**src/rtl/breakout_pkg.sv**
```systemverilog
// Shared definitions for the breakout brick map: geometry, entry bit layout,
// game-engine opcodes and the brick-map arbiter state encoding.
package breakout_pkg;

    localparam int ROWS     = 5;
    localparam int COLS     = 12;
    localparam int N_BRICKS = ROWS * COLS;

    // Entry layout: {color, hit}
    localparam int HIT_BIT   = 0;
    localparam int COLOR_BIT = 1;

    localparam logic [1:0] GM_OP_READ  = 2'b00;
    localparam logic [1:0] GM_OP_WRITE = 2'b01;
    localparam logic [1:0] GM_OP_TAS   = 2'b10;
    localparam logic [1:0] GM_OP_RSVD  = 2'b11;

    typedef enum logic [1:0] {
        ARB_INIT   = 2'd0,
        ARB_IDLE   = 2'd1,
        ARB_RMW_WR = 2'd2
    } arb_state_e;

endpackage

```
**src/rtl/brick_state_ram.sv**
```systemverilog
// Single-port brick-state array, 2 bits per entry, synchronous read.
// A write returns the previous contents of the addressed entry (read-first).
module brick_state_ram #(
    parameter int DEPTH  = 60,
    parameter int ADDR_W = 6
) (
    input  logic              clk,
    input  logic              i_en,
    input  logic              i_we,
    input  logic [ADDR_W-1:0] i_addr,
    input  logic [1:0]        i_wdata,
    output logic [1:0]        o_rdata
);

    logic [1:0] r_mem [DEPTH];
    logic [1:0] r_rdata;

    // Read-first single-port access.
    // NOTE: the array and its read register have no reset: a RAM macro has none,
    // and the initialisation sweep is what gives every entry a defined value.
    always_ff @(posedge clk) begin
        if (i_en) begin
            if (i_we) begin
                r_mem[i_addr] <= i_wdata;
            end
            r_rdata <= r_mem[i_addr];
        end
    end

    assign o_rdata = r_rdata;

endmodule

```
**src/rtl/brick_map_arbiter.sv**
```systemverilog
// Brick map owner: arbitrates the single RAM port between the VGA renderer and
// the game engine, runs the initialisation sweep, and counts unhit bricks.
module brick_map_arbiter
    import breakout_pkg::*;
#(
    parameter int ROWS         = breakout_pkg::ROWS,
    parameter int COLS         = breakout_pkg::COLS,
    parameter int ADDR_W       = 6,
    parameter int STARVE_LIMIT = 8
) (
    input  logic              clk,
    input  logic              rst_n,
    input  logic              init_req,
    output logic              init_busy,
    input  logic              ren_req,
    input  logic [ADDR_W-1:0] ren_addr,
    output logic              ren_valid,
    output logic [1:0]        ren_rdata,
    input  logic              gm_req,
    input  logic [1:0]        gm_op,
    input  logic [ADDR_W-1:0] gm_addr,
    input  logic [1:0]        gm_wdata,
    output logic              gm_done,
    output logic [1:0]        gm_rdata,
    output logic              gm_err,
    output logic [ADDR_W-1:0] bricks_left,
    output logic              all_clear
);

    localparam int                N      = ROWS * COLS;
    localparam logic [ADDR_W-1:0] N_A    = ADDR_W'(N);
    localparam logic [ADDR_W-1:0] LAST_A = ADDR_W'(N - 1);
    localparam int                CW     = $clog2(COLS);
    localparam logic [CW-1:0]     COL_LAST = CW'(COLS - 1);
    localparam int                SW     = $clog2(STARVE_LIMIT + 1);
    localparam logic [SW-1:0]     STARVE_MAX = SW'(STARVE_LIMIT);

    arb_state_e        r_state, w_state_nxt;
    logic [ADDR_W-1:0] r_sweep;
    logic [CW-1:0]     r_col;
    logic              r_row_odd;
    logic              r_init_busy;
    logic [SW-1:0]     r_starve;
    logic              r_gm_done, r_gm_err, r_gm_wr_hit;
    logic [1:0]        r_gm_op;
    logic [ADDR_W-1:0] r_gm_addr;
    logic              r_ren_valid, r_ren_oor;
    logic [ADDR_W-1:0] r_bricks;
    logic              r_all_clear;

    logic              w_ram_en, w_ram_we;
    logic [ADDR_W-1:0] w_ram_addr;
    logic [1:0]        w_ram_wdata, w_ram_rdata;
    logic              w_gm_pend, w_gm_oor, w_ren_oor, w_gm_is_tas, w_gm_is_write;
    logic              w_gm_grant, w_ren_grant, w_sweep_done;
    logic              w_done_live, w_old_hit, w_cnt_dec, w_cnt_inc;

    brick_state_ram #(.DEPTH(N), .ADDR_W(ADDR_W)) u_ram (
        .clk     (clk),
        .i_en    (w_ram_en),
        .i_we    (w_ram_we),
        .i_addr  (w_ram_addr),
        .i_wdata (w_ram_wdata),
        .o_rdata (w_ram_rdata)
    );

    // Request qualification and brick-count deltas from the completing game op.
    always_comb begin
        w_gm_oor     = (gm_addr >= N_A);
        w_ren_oor    = (ren_addr >= N_A);
        // A held gm_req during its own gm_done cycle is the finishing request, not a new one.
        w_gm_pend    = gm_req && !r_gm_done;
        w_sweep_done = (r_state == ARB_INIT) && !init_req && (r_sweep == LAST_A);
        w_gm_is_tas   = 1'b0;
        w_gm_is_write = 1'b0;
        case (gm_op)
            GM_OP_WRITE:             w_gm_is_write = 1'b1;
            GM_OP_TAS:               w_gm_is_tas   = 1'b1;
            GM_OP_READ, GM_OP_RSVD:  ;
            default:                 ;
        endcase
        // The RAM read register holds the pre-operation entry in the gm_done cycle,
        // including after the RMW write, since the RAM is read-first.
        w_done_live = r_gm_done && !r_gm_err;
        w_old_hit   = w_ram_rdata[HIT_BIT];
        w_cnt_dec   = w_done_live && !w_old_hit && (r_bricks != '0) &&
                      ((r_gm_op == GM_OP_TAS) || ((r_gm_op == GM_OP_WRITE) && r_gm_wr_hit));
        w_cnt_inc   = w_done_live && w_old_hit && (r_bricks != N_A) &&
                      (r_gm_op == GM_OP_WRITE) && !r_gm_wr_hit;
    end

    // Next-state, arbitration and RAM port steering.
    // NOTE: every output of this block gets a default first so no path leaves one unassigned (no latches).
    always_comb begin
        w_state_nxt = r_state;
        w_ram_en    = 1'b0;
        w_ram_we    = 1'b0;
        w_ram_addr  = '0;
        w_ram_wdata = '0;
        w_gm_grant  = 1'b0;
        w_ren_grant = 1'b0;
        case (r_state)
            ARB_INIT: begin
                w_ram_en   = 1'b1;
                w_ram_we   = 1'b1;
                w_ram_addr = r_sweep;
                w_ram_wdata[COLOR_BIT] = r_row_odd ^ r_col[0];
                if (w_sweep_done) w_state_nxt = ARB_IDLE;
            end
            ARB_IDLE: begin
                if (init_req) begin
                    w_state_nxt = ARB_INIT;
                end else if (w_gm_pend && (!ren_req || (r_starve == STARVE_MAX))) begin
                    w_gm_grant = 1'b1;
                    if (!w_gm_oor) begin
                        w_ram_en    = 1'b1;
                        w_ram_we    = w_gm_is_write;
                        w_ram_addr  = gm_addr;
                        w_ram_wdata = gm_wdata;
                        if (w_gm_is_tas) w_state_nxt = ARB_RMW_WR;
                    end
                end else if (ren_req) begin
                    w_ren_grant = 1'b1;
                    if (!w_ren_oor) begin
                        w_ram_en   = 1'b1;
                        w_ram_addr = ren_addr;
                    end
                end
            end
            ARB_RMW_WR: begin
                w_ram_en    = 1'b1;
                w_ram_we    = 1'b1;
                w_ram_addr  = r_gm_addr;
                w_ram_wdata = w_ram_rdata;
                w_ram_wdata[HIT_BIT] = 1'b1;
                w_state_nxt = init_req ? ARB_INIT : ARB_IDLE;
            end
            default: w_state_nxt = ARB_INIT;
        endcase
    end

    // State register; the sweep flag mirrors "next state is INIT".
    // NOTE: sequential state uses non-blocking assignments so every register samples pre-edge values.
    always_ff @(posedge clk or negedge rst_n) begin
        if (!rst_n) begin
            r_state     <= ARB_INIT;
            r_init_busy <= 1'b1;
        end else begin
            r_state     <= w_state_nxt;
            r_init_busy <= (w_state_nxt == ARB_INIT);
        end
    end

    // Sweep address with row parity and column tracked alongside to form the color.
    always_ff @(posedge clk or negedge rst_n) begin
        if (!rst_n) begin
            r_sweep   <= '0;
            r_col     <= '0;
            r_row_odd <= 1'b0;
        end else if ((r_state == ARB_INIT) && !init_req && (r_sweep != LAST_A)) begin
            r_sweep <= r_sweep + 1'b1;
            if (r_col == COL_LAST) begin
                r_col     <= '0;
                r_row_odd <= ~r_row_odd;
            end else begin
                r_col <= r_col + 1'b1;
            end
        end else begin
            r_sweep   <= '0;
            r_col     <= '0;
            r_row_odd <= 1'b0;
        end
    end

    // Starve counter, in-flight game operation and renderer response registers.
    always_ff @(posedge clk or negedge rst_n) begin
        if (!rst_n) begin
            r_starve    <= '0;
            r_gm_done   <= 1'b0;
            r_gm_err    <= 1'b0;
            r_gm_wr_hit <= 1'b0;
            r_gm_op     <= GM_OP_READ;
            r_gm_addr   <= '0;
            r_ren_valid <= 1'b0;
            r_ren_oor   <= 1'b0;
        end else begin
            if (w_gm_grant || (r_state != ARB_IDLE)) begin
                r_starve <= '0;
            end else if (w_ren_grant && w_gm_pend && (r_starve != STARVE_MAX)) begin
                r_starve <= r_starve + 1'b1;
            end
            r_gm_done <= (w_gm_grant && !(w_gm_is_tas && !w_gm_oor)) || (r_state == ARB_RMW_WR);
            if (w_gm_grant) begin
                r_gm_err    <= w_gm_oor;
                r_gm_op     <= gm_op;
                r_gm_addr   <= gm_addr;
                r_gm_wr_hit <= gm_wdata[HIT_BIT];
            end
            r_ren_valid <= w_ren_grant;
            r_ren_oor   <= w_ren_grant && w_ren_oor;
        end
    end

    // Remaining-brick counter and the 1 -> 0 all-clear pulse.
    always_ff @(posedge clk or negedge rst_n) begin
        if (!rst_n) begin
            r_bricks    <= '0;
            r_all_clear <= 1'b0;
        end else begin
            r_all_clear <= 1'b0;
            if (w_sweep_done) begin
                r_bricks <= N_A;
            end else if (w_cnt_dec) begin
                r_bricks    <= r_bricks - 1'b1;
                r_all_clear <= (r_bricks == ADDR_W'(1));
            end else if (w_cnt_inc) begin
                r_bricks <= r_bricks + 1'b1;
            end
        end
    end

    assign init_busy   = r_init_busy;
    assign ren_valid   = r_ren_valid;
    assign ren_rdata   = r_ren_valid ? (r_ren_oor ? 2'b01 : w_ram_rdata) : 2'b00;
    assign gm_done     = r_gm_done;
    assign gm_err      = r_gm_done && r_gm_err;
    assign gm_rdata    = r_gm_done ? (r_gm_err ? 2'b01 : w_ram_rdata) : 2'b00;
    assign bricks_left = r_bricks;
    assign all_clear   = r_all_clear;

endmodule
```
**config.mk**
```make
export PLATFORM = sky130hd
export DESIGN_NAME = brick_map_arbiter
export DESIGN_NICKNAME = d
export VERILOG_FILES = /design/src/rtl/breakout_pkg.sv /design/src/rtl/brick_state_ram.sv /design/src/rtl/brick_map_arbiter.sv
export SDC_FILE = /design/constraint.sdc
export NUM_CORES = 1
export LEC_CHECK = 0
export ABC_AREA = 1
export CAP_MARGIN = 20
export CORE_MARGIN = 4
export CORE_UTILIZATION = 65
export CTS_BUF_LIST = sky130_fd_sc_hd__clkbuf_4 sky130_fd_sc_hd__clkbuf_8 sky130_fd_sc_hd__clkbuf_16
export DETAILED_ROUTE_END_ITERATION = 7
export DONT_BUFFER_PORTS = 1
export PLACE_DENSITY = 0.89
export SLEW_MARGIN = 20
export SYNTH_ARGS = -nofsm -noshare
export SYNTH_HDL_FRONTEND = slang
export SYNTH_SLANG_ARGS = --single-unit
export TNS_END_PERCENT = 10
```
**constraint.sdc**
```tcl
create_clock -name clk -period 7.17 [get_ports clk]
set_input_delay 1.0755 -clock clk [delete_from_list [all_inputs] [get_ports clk]]
set_output_delay 1.0755 -clock clk [all_outputs]
set_load 0.01 [all_outputs]
```
[Word-level counts from Yosys, hierarchy flattened]
Memories as Yosys holds them, arrays and structs flattened. A register that Yosys moved wholly into a read port is not among the register bits.
Cells that the tools add are included.
Operators by class
  reductions and logical operators: 38
  magnitude comparators: 2
  $add $sub $neg: 5
  equality and inequality tests: 15
  mux-type cells: 56
  bitwise gates (word level): 2
Operators by type and width (number)
  6-bit two-way mux: 9
  1-bit two-way mux: 25
  2-bit two-way mux: 12
  1-bit logical AND: 20
  6-bit one-hot mux with 3 select lines: 1
  4-bit two-way mux: 4
  6-bit by 1-bit adder with 6-bit output (second input constant): 2
  6-bit greater-or-equal comparator (second input constant): 2
  6-bit inequality test (second input constant): 2
  4-bit by 1-bit adder with 4-bit output (second input constant): 2
  4-bit == test (second input constant): 2
  1-bit zero test: 8
  2-bit by 1-bit == test with 1-bit output (second input constant): 3
  2-bit == test (second input constant): 3
  6-bit by 1-bit == test with 1-bit output (second input constant): 1
  6-bit == test (second input constant): 1
  1-bit one-hot mux with 2 select lines: 3
  2-bit one-hot mux with 3 select lines: 1
  6-bit nonzero test: 1
  6-bit by 1-bit subtractor with 6-bit output (second input constant): 1
  2-bit zero test: 2
  1-bit logical OR: 4
  2-bit by 1-bit inequality test with 1-bit output (second input constant): 2
  4-bit inequality test (second input constant): 1
  6 further kinds: 6
Storage, ports and cells
  bits in writable memories: 120
  word-level logic and storage cells: 134
  memories: 1
  bits in registers: 38
  bits of input ports: 21
  output and inout bits: 15
Memories
  u_ram.r_mem: words 60, width 2, rd ports 1, clocked after memory_dff 1, write ports 1, RTL line brick_state_ram.sv:15  | logic [1:0] r_mem [DEPTH];

[Longest topological paths before layout]
Gate-level depths: netlist (run 1).
  depth after elaboration: 10
  gate-level depth with buffers: 21
  mapped depth without buffers: 20

[Hierarchy]
From an unflattened synthesis (run 1), not the netlist that was laid out.
Second synthesis, totals
  cell total of the unflattened synthesis: 882
  area, all modules: 7950.1 um^2
Modules (own cells, without submodules)
  brick_state_ram: instances 1, area each 5494.0 um^2, cells each 568, sequential area each 3663.5 um^2
  brick_map_arbiter: instances 1, area each 2456.1 um^2, cells each 314, sequential area each 952.2 um^2

[Worst setup path before layout (run 1)]
Ideal clock, no wire load.
  path type: input to register
  from: input port gm_req
  to: memory u_ram.r_mem[0][0] (data pin)
  buffers on the path: 1
  setup time: 0.691 ns
  arrival: 4.237 ns
  required time: 6.479 ns
  stages on the path: 7
  setup slack: 2.242 ns
  cells stage by stage: nand2_2 inv_1 nand2_2 nor2_1 clkbuf_1 nand3_1 a21boi_0
Between the ends
  cells in the longest elaborated chain, start to end: 5
Ends and longest elaborated chain
  start: declaration: RTL line brick_map_arbiter.sv:19  | input logic gm_req,
  1-bit logical AND: RTL line brick_map_arbiter.sv:72  | w_gm_pend = gm_req && !r_gm_done;
  1-bit logical AND: RTL line brick_map_arbiter.sv:113  | end else if (w_gm_pend && (!ren_req || (r_starve == STARVE_MAX))) begin
  2-bit two-way mux: RTL line brick_map_arbiter.sv:113
  2-bit two-way mux: RTL line brick_map_arbiter.sv:111  | if (init_req) begin
  1-bit one-hot mux with 2 select lines: RTL line brick_map_arbiter.sv:102  | case (r_state)
  named net u_ram.i_wdata[0]: RTL line brick_state_ram.sv:11  | input logic [1:0] i_wdata,
  end: declaration: RTL line brick_state_ram.sv:15
The timed path passes the listed nets, and every way through them passes these cells.

[Final worst setup path (run 1)]
  from: register r_state[0]
  to: register u_ram.r_rdata[0], in the netlist u_ram.o_rdata[0] (read register of u_ram.r_mem) (data pin)
Between the ends
  cells in the longest elaborated chain, start to end: 3
  elaborated cells between the ends (all ways): 6
  classes of those cells: 2 x eq/ne; 2 x mux; 2 x reduce/logical
Ends and longest elaborated chain
  start: declaration: RTL line brick_map_arbiter.sv:38  | arb_state_e r_state, w_state_nxt;
  start signal: assignment: RTL line brick_map_arbiter.sv:149  | r_state <= w_state_nxt;
  2-bit == test or 2-bit zero test (tied branches): RTL line brick_map_arbiter.sv:102
  2-bit OR reduction (no source line)
  1-bit one-hot mux with 2 select lines: RTL line brick_map_arbiter.sv:102
  end: declaration: RTL line brick_state_ram.sv:16  | logic [1:0] r_rdata;
Parallel ways exist; a longest one is shown, timed or not.
A chain may end at the register's enable or synchronous reset.

==> results_tabular.tex, run 1 <==
\begin{tabular}{lr}
\hline
Metric & Value \\
\hline
\multicolumn{2}{l}{\textbf{STA}} \\
\quad Min Hold Slack & between 300 and 400 ps \\
\quad Worst slew margin relative to its limit & 0.392 \\
\quad RSZ-0062 raised after global routing & no \\
\quad Maximum clock rate & around 230 MHz \\
\quad Final hold violations & 0 \\
\quad Summed negative setup slack over all endpoints & 0 ps \\
\quad Max-slew violation count & 0 \\
\quad Final period util & 0.596 \\
\quad Finish-stage setup viols & 0 \\
\quad Worst Max-Slew Pin Slew & roughly 910 ps \\
\quad Clock period minus worst slack & 4270 ps \\
\quad Maximum clock skew at final layout & between 10 and 15 ps \\
\multicolumn{2}{l}{\textbf{CTS}} \\
\quad TritonCTS buffer count & 17 \\
\quad Maximum level of the CTS H-tree & 4 \\
\quad Number of clock sinks & between 150 and 200 \\
\quad Hold buffer count at CTS & 0 \\
\quad Clock-pin slew on the worst setup and hold paths & around 60 ps \\
\quad Root Buffer Master & clkbuf\_16 \\
\quad Largest buffer count on any clock path & 2 \\
\quad Buffers inserted during post-CTS setup optimization & 0 \\
\quad Number of resized instances in the post-cts repair step & 0 \\
\quad CTS tree & built \\
\quad Worst skew pair latency & 440 ps \\
\multicolumn{2}{l}{\textbf{Logic synthesis}} \\
\quad Proportion of register bits with asynchronous set or reset after synthesis & 0.238 \\
\quad Synth cell types & between 40 and 50 \\
\quad Number of enable-type register cells in the synthesized netlist & 122 \\
\quad Syn\_area\_per\_cell & 9.16 µm² \\
\quad Count of mapped cells out of synthesis & 877 \\
\quad Number of synthesis warnings & 0 \\
\quad Fraction of post-synthesis cell area in the top cell type by area & 0.456 \\
\quad Most common flop cell mapped by yosys & edfxtp\_1 \\
\quad Sequential-to-total area share from yosys stat & 0.574 \\
\quad Yosys top cell by area & edfxtp\_1 \\
\quad Largest cells by area after synthesis & edfxtp\_1, dfrtp\_1, nand2\_1 \\
\quad Synthesized net count & 910 \\
\quad Total standard cell area after synthesis & around 8000 µm² \\
\quad Synthesis-stage register bit count & 160 \\
\multicolumn{2}{l}{\textbf{Worst setup path}} \\
\quad Terminus of the critical flop-to-flop path & u\_ram.o\_rdata[0] \\
\quad Depth of the most critical reg-to-reg path & 18 \\
\quad Data arrival, critical path & between 4000 and 5000 ps \\
\quad Kind of end point of the critical path & flip-flop \\
\quad Required time at the endpoint of the critical path & $\sim$7400 ps \\
\quad Reg2Reg Setup Slack & slightly below 3000 ps \\
\quad Crit Path Category & flip-flop to flip-flop \\
\quad RR Startpoint & r\_state[0] \\
\quad Startpoint kind of the worst setup timing path & flip-flop \\
\quad Max FO, Critical Path & just over 60 \\
\multicolumn{2}{l}{\textbf{Cells and area}} \\
\quad Syn-to-layout area delta & 8.73\% \\
\quad FILL cells & about 840 \\
\quad Commonest cells after routing, fill and taps aside & nand2\_1, edfxtp\_1, inv\_1 \\
\quad Finished layout cell area & 8740 µm² \\
\quad Fin util & 0.724 \\
\quad Most common cell after layout, fill and taps aside & nand2\_1 \\
\quad Share of cells above drive strength 1 & 0.0950 \\
\quad Number of nets in the finished design & roughly 900 \\
\quad Antenna diodes & 0 \\
\multicolumn{2}{l}{\textbf{Die}} \\
\quad Die extent in y & between 100 and 150 µm \\
\quad Die area & around 14000 µm² \\
\quad Starting density of the core & 0.666 \\
\quad Row count & 40 \\
\quad Die boundary width & about 120 µm \\
\quad Total I/O pin count & 36 \\
\quad Core Area & about 12000 µm² \\
\multicolumn{2}{l}{\textbf{Route}} \\
\quad Vias per cell & between 5 and 6 \\
\quad Number of optimization iterations in the first detailed-route pass & 5 \\
\quad Detailed-route wire length & 17900 µm \\
\quad Average wire per standard cell & about 17 µm \\
\quad Number of nets with antenna violations after detailed routing & 0 \\
\quad Routed via count & 6064 \\
\quad Count of unresolved DRC violations after routing & 0 \\
\quad First-iteration detailed-routing DRC count & 833 \\
\multicolumn{2}{l}{\textbf{Place}} \\
\quad \# port buffers & 0 \\
\quad Post-detail-place hpwl & around 11000 µm \\
\quad Instance area after placement & between 8000 and 9000 µm² \\
\quad Last weighted congestion value of the routability-driven placer & slightly below 1 \\
\multicolumn{2}{l}{\textbf{Min path}} \\
\quad Hold Path Class & primary input to async pin \\
\multicolumn{2}{l}{\textbf{Pwr}} \\
\quad Total power per unit cell area & 382 nW/µm² \\
\quad Internal Power & approximately 2000 µW \\
\quad Switching fraction of total power & 0.398 \\
\quad Combinational cell fraction of total power & 0.361 \\
\quad Post-layout total power & 3340 µW \\
\quad Switching power & around 1300 µW \\
\quad Leakage power figure & $\sim$0.0037 µW \\
\quad Part of the power in the clock network & 0.271 \\
\quad Sequential power share & 0.368 \\
\quad Max rail drop VDD & 290 µV \\
\multicolumn{2}{l}{\textbf{Global route}} \\
\quad Total GRT Usage & 0.263 \\
\quad Global-route wire length before repair & approximately 29000 µm \\
\quad Antenna violations before repair & 0 \\
\quad Total congestion overflow & 0 \\
\quad Vias in the first global route & around 5900 \\
\quad Largest net degree at the start of global routing & 62 \\
\multicolumn{2}{l}{\textbf{Flow run}} \\
\quad Max Cap Violations & 0 \\
\multicolumn{2}{l}{\textbf{Run status}} \\
\quad Result of the run & finished, final reports clean \\
\hline
\end{tabular}
## routing by layer
layer | share of wire | GRT usage | vias to the layer above
met2 | 0.48 | 0.422 | 322
met1 | 0.40 | 0.334 | 2841
met3 | 0.086 | 0.0693 | 52
li1 | - | - | 2849
met5 | 0 | 0 | -
met4 | 0.031 | 0.122 | 0
## worst max-delay path, stage by stage (launching register included)
cell and delay [ps]:
dfrtp_1 420, inv_1 90, ha_1 320, inv_1 190
o21ai_0 110, inv_1 90, nand3_2 680, nand2_4 850
inv_2 360, nand2_1 160, nand2_1 70, nand2_1 60
nand2_1 60, nand2_1 60, nand2_1 60, nand2_1 50
nand2_1 40, nor2_1 130, nand2_1 110
## cell type report
type / instances / area, µm² / share of cell area
clock buffer: 18 / 433 / 0.0495
clock inverter: 14 / 155 / 0.0178
inverter: 122 / 458 / 0.0524
multi-input combinational: 567 / 2840 / 0.325
sequential: 160 / 4620 / 0.528
tap: 168 / 210 / 0.0241
timing repair buffer: 3 / 22.5 / 0.00258
## how the worst max path moves through the flow
stage	start	end	slack, ps	depth (start not counted)
final	r_state[0]	u_ram.o_rdata[0]	2900	18
after floorplan	gm_req	u_ram.r_mem[0][0]	2240	7
after global placement	gm_addr[3]	u_ram.o_rdata[0]	2500	15
after CTS	r_state[0]	u_ram.o_rdata[0]	2650	18
after global routing	r_state[0]	u_ram.o_rdata[0]	2660	18
after detailed placement	gm_addr[3]	u_ram.o_rdata[0]	2450	15
## registers in the layout (all words and copies together), names as in the netlist, 2 cells and up
signal and flops:
u_ram.r_mem 120, bricks_left 6, r_gm_addr 6, r_sweep 6, r_col 4, r_starve 4, r_gm_op 2, r_state 2
u_ram.o_rdata 2
## metrics by stage
| stage | setup WS [ps] | std cells |
|---|---|---|
| 5_1_grt | 2660 | 1052 |
| 4_1_cts | 2650 | 1052 |
| 6_report | 2900 | 1052 |
| 3_3_place_gp | 2500 | 1020 |
| 3_5_place_dp | 2450 | 1020 |
| 2_1_floorplan | 2240 | 877 |
## synth_stat cells, types with 2 or more instances
| cell type | instances |
|---|---|
| nand2_1 | 221 |
| edfxtp_1 | 122 |
| inv_1 | 109 |
| nor2_1 | 107 |
| nand3_1 | 73 |
| dfrtp_1 | 37 |
| nand3b_1 | 36 |
| o21ai_0 | 29 |
| a21oi_1 | 14 |
| buf_2 | 12 |
| ha_1 | 12 |
| inv_2 | 12 |
| nor3_1 | 12 |
| clkbuf_1 | 9 |
| nand2_2 | 9 |
| nand3_2 | 6 |
| nor2_2 | 6 |
| nor2_4 | 6 |
| nand4_1 | 5 |
| buf_4 | 4 |
| xor2_1 | 3 |
| a211oi_1 | 2 |
| a31oi_1 | 2 |
| and3_1 | 2 |
| buf_6 | 2 |
| nor4_1 | 2 |
| o211ai_1 | 2 |
| o21ai_1 | 2 |
## cells by family (layout without fill, tap and decap cells)
group,count (synthesis),in the layout,synth area share
AND/OR/NAND/NOR,491,491,0.282
flip-flops,160,160,0.574
buffers and inverters,150,157,0.0757
AO/OA/AOI/OAI,60,60,0.0445
adder cells (fa/ha/maj),12,12,0.0187
XOR/XNOR,4,4,0.00436
## power by group through the flow
stage	Clock, µW	Combinational, µW	Sequential (µW)
after floorplan	0	892	1240
after global placement	0	1130	1240
after detailed placement	0	1160	1250
after CTS	907	1180	1230
after global routing	951	1330	1240
final	904	1200	1230
Note: power is estimated with default switching activity, not from simulation.
==> run 2, diff against run 1 <==
--- a/config.mk
+++ b/config.mk
@@ -8,11 +8,11 @@
 export ABC_AREA = 1
 export CAP_MARGIN = 20
 export CORE_MARGIN = 4
-export CORE_UTILIZATION = 65
+export CORE_UTILIZATION = 58
 export CTS_BUF_LIST = sky130_fd_sc_hd__clkbuf_4 sky130_fd_sc_hd__clkbuf_8 sky130_fd_sc_hd__clkbuf_16
 export DETAILED_ROUTE_END_ITERATION = 7
 export DONT_BUFFER_PORTS = 1
-export PLACE_DENSITY = 0.89
+export PLACE_DENSITY = 0.84
 export SLEW_MARGIN = 20
 export SYNTH_ARGS = -nofsm -noshare
 export SYNTH_HDL_FRONTEND = slang
==> constraint.sdc (replaced) <==
create_clock -name clk -period 3.45 [get_ports clk]
set_input_delay 0.5175 -clock clk [delete_from_list [all_inputs] [get_ports clk]]
set_output_delay 0.5175 -clock clk [all_outputs]
set_load 0.01 [all_outputs]
==> results_tabular.tex, run 2 (synthesis results as in run 1) <==
\begin{tabular}{lr}
\hline
Metric & Value \\
\hline
\multicolumn{2}{l}{\textbf{Die}} \\
\quad Die area & 15800 µm² (+11\%) \\
\quad Die boundary width & 126 µm (+5.5\%) \\
\quad Core Area & 13400 µm² (+11\%) \\
\quad Row count & 42 (+5.0\%) \\
\quad Die extent in y & 126 µm (+5.5\%) \\
\quad Total I/O pin count & 36 (unchanged) \\
\quad Starting density of the core & 0.600 (-0.0666) \\
\multicolumn{2}{l}{\textbf{Pwr}} \\
\quad Max rail drop VDD & 410 µV (+41\%) \\
\quad Total power per unit cell area & 811 nW/µm² (+110\%) \\
\quad Leakage power figure & 0.00385 µW (+3.2\%) \\
\quad Post-layout total power & 7270 µW (+120\%) \\
\multicolumn{2}{l}{\textbf{Cells and area}} \\
\quad Most common cell after layout, fill and taps aside & nand2\_1 \\
\quad Commonest cells after routing, fill and taps aside & nand2\_1, edfxtp\_1, inv\_1 \\
\quad Most flops, register & u\_ram.r\_mem \\
\quad Number of nets in the finished design & 920 (+1.8\%) \\
\quad FILL cells & 1039 (+24\%) \\
\quad Syn-to-layout area delta & 11.5\% \\
\quad Largest register FFs & 120 (unchanged) \\
\quad Antenna diodes & 0 (unchanged) \\
\quad Share of cells above drive strength 1 & 0.110 (+0.0151) \\
\multicolumn{2}{l}{\textbf{STA}} \\
\quad Maximum clock rate & 299 MHz (+28\%) \\
\quad Finish-stage setup viols & 0 (unchanged) \\
\quad Final period util & 0.969 (+0.373) \\
\quad Summed negative setup slack over all endpoints & 0 ps (unchanged) \\
\quad Clock period minus worst slack & 3340 ps (-927 ps) \\
\quad Final hold violations & 0 (unchanged) \\
\quad Maximum clock skew at final layout & 10.8 ps (+0.0674 ps) \\
\quad Post-route worst setup slack & 107 ps (-2790 ps) \\
\quad Worst Max-Slew Pin Slew & 763 ps (-149 ps) \\
\quad Worst slew margin relative to its limit & 0.490 (+0.0985) \\
\quad Max-slew violation count & 0 (unchanged) \\
\quad RSZ-0062 raised after global routing & no \\
\quad Min Hold Slack & 211 ps (-126 ps) \\
\multicolumn{2}{l}{\textbf{Worst setup path}} \\
\quad Worst Setup SP & r\_state[0] \\
\quad List of cells traversed by the critical path & inv\_1, ha\_1, inv\_1, o21ai\_0, inv\_1, nand2\_1, inv\_2, nand2\_2, nand2\_2, nor2\_2, nand3\_1, nor2\_1 \\
\quad Crit Path Category & flip-flop to flip-flop \\
\quad Data arrival, critical path & 3460 ps (-990 ps) \\
\quad Kind of end point of the critical path & flip-flop \\
\quad Startpoint kind of the worst setup timing path & flip-flop \\
\quad Depth of the most critical reg-to-reg path & 12 (-6) \\
\quad CP Depth & 12 (-6) \\
\quad Crit path buffers/inverters & 4 (unchanged) \\
\quad Max FO, Critical Path & 8 (-87\%) \\
\quad Required time at the endpoint of the critical path & 3570 ps (-3780 ps) \\
\quad CP peak stage delay & 540 ps (-310 ps) \\
\quad Top cell family by delay on the critical path & simple AND/OR/NAND/NOR gates \\
\quad Slowest cell on the critical path & nand3\_1 \\
\quad Most common cell type on the critical path & inv\_1 \\
\quad RR Startpoint & r\_state[0] \\
\quad Terminus of the critical flop-to-flop path & u\_ram.r\_mem[30][1] \\
\quad Capture point of the critical path & u\_ram.r\_mem[30][1] \\
\quad Reg2Reg Setup Slack & 110 ps (-2790 ps) \\
\multicolumn{2}{l}{\textbf{Route}} \\
\quad Routed via count & 6044 (-0.33\%) \\
\quad Number of optimization iterations in the first detailed-route pass & 5 (unchanged) \\
\quad Vias per cell & 5.62 (-2.5\%) \\
\quad Number of nets with antenna violations after detailed routing & 0 (unchanged) \\
\quad Average wire per standard cell & 16.7 µm (-1.6\%) \\
\quad Detailed-route wire length & 18000 µm (+0.59\%) \\
\quad First-iteration detailed-routing DRC count & 541 (-35\%) \\
\quad Count of unresolved DRC violations after routing & 0 (unchanged) \\
\multicolumn{2}{l}{\textbf{Place}} \\
\quad Post-detail-place hpwl & 11700 µm (+6.7\%) \\
\quad Last weighted congestion value of the routability-driven placer & 0.932 (-3.3\%) \\
\quad \# port buffers & 0 (unchanged) \\
\quad Dpl ws & 305 ps (-2140 ps) \\
\multicolumn{2}{l}{\textbf{Run status}} \\
\quad Result of the run & finished, final reports clean \\
\multicolumn{2}{l}{\textbf{Global route}} \\
\quad GR met1 Demand/Resource & 0.300 (-0.0347) \\
\quad Global Route met3 Usage & 0.0487 (-0.0206) \\
\quad Largest net degree at the start of global routing & 61 (-1.6\%) \\
\quad Total congestion overflow & 0 (unchanged) \\
\quad Most heavily used metal layer in global routing & met2 \\
\quad Global-route wire length before repair & 29000 µm (+0.48\%) \\
\quad Global routing met2 resource utilization & 0.387 (-0.0351) \\
\quad Antenna violations before repair & 0 (unchanged) \\
\quad Total GRT Usage & 0.234 (-0.0291) \\
\quad Vias in the first global route & 5839 (-0.87\%) \\
\multicolumn{2}{l}{\textbf{CTS}} \\
\quad Clock-pin slew on the worst setup and hold paths & 60 ps (about the same) \\
\quad CTS tree & built \\
\quad Largest buffer count on any clock path & 2 (unchanged) \\
\quad TritonCTS buffer count & 17 (unchanged) \\
\quad Buffers inserted during post-CTS setup optimization & 0 (unchanged) \\
\quad Number of clock sinks & 160 (unchanged) \\
\quad Maximum level of the CTS H-tree & 4 (unchanged) \\
\quad Root Buffer Master & clkbuf\_16 \\
\quad Worst skew pair latency & 430 ps (about the same) \\
\multicolumn{2}{l}{\textbf{Min path}} \\
\quad Hold Path Class & primary input to flip-flop \\
\quad Hold Path Depth & 2 \\
\multicolumn{2}{l}{\textbf{Flow run}} \\
\quad Max Cap Violations & 0 (unchanged) \\
\hline
\end{tabular}
## run 2: cell count changes in the layout (fill, tap and decap cells not counted), sizes merged
cell,delta
buf,+15
bufinv,+4
clkbuf,-1
clkinvlp,-1
dlygate4sd3,+1
inv,-3
## run 2: timing repair
item                                   in CTS  in global routing
setup endpoints to repair                   0                 21
endpoints found under the hold margin      38                  0
resized for setup                           0                  1
hold buffers                                2                  0
## run 2: worst min-delay path by stage
stage	startpoint	endpoint	slack [ps]
finish	gm_addr[4]	r_gm_addr[4]	210
global route	gm_addr[4]	r_gm_addr[4]	200
CTS	gm_addr[4]	r_gm_addr[4]	200
detailed placement	rst_n	r_starve[2]	220
global placement	rst_n	r_starve[2]	220
floorplan	rst_n	all_clear	220
## run 2: layer usage
metal,share of wire,vias to the layer above
met5,0,-
met4,0.032,0
met3,0.085,47
met2,0.49,295
met1,0.40,2812
li1,-,2890
## run 2: layout make-up
type	instances	area (µm²)	area share
clock inverter	14	238	0.0265
sequential	160	4620	0.515
clock buffer	17	425	0.0475
tap	176	220	0.0246
inverter	122	458	0.0511
multi-input combinational	567	2850	0.318
timing repair buffer	19	158	0.0176
## run 2: report_power, final
part           internal, µW  switching [µW]
clock                  1350             759
sequential             2440             108
combinational           706            1900
## run 2: worst reg2reg max path, stage by stage, from the launching register on
cell and delay [ps]:
dfrtp_1 420, inv_1 110, ha_1 310, inv_1 160, o21ai_0 240, inv_1 90
nand2_1 120, inv_2 40, nand2_2 90, nand2_2 130, nor2_2 440, nand3_1 540
nor2_1 340
## run 2: per-stage QoR
stage | util | instances | cell area, µm²
after global routing | 0.669 | 1075 | 8960
final | 0.669 | 1075 | 8960
after global placement | 0.616 | 1042 | 8260
after floorplan | - | 877 | 8040
after detailed placement | 0.616 | 1042 | 8260
after CTS | 0.668 | 1075 | 8950
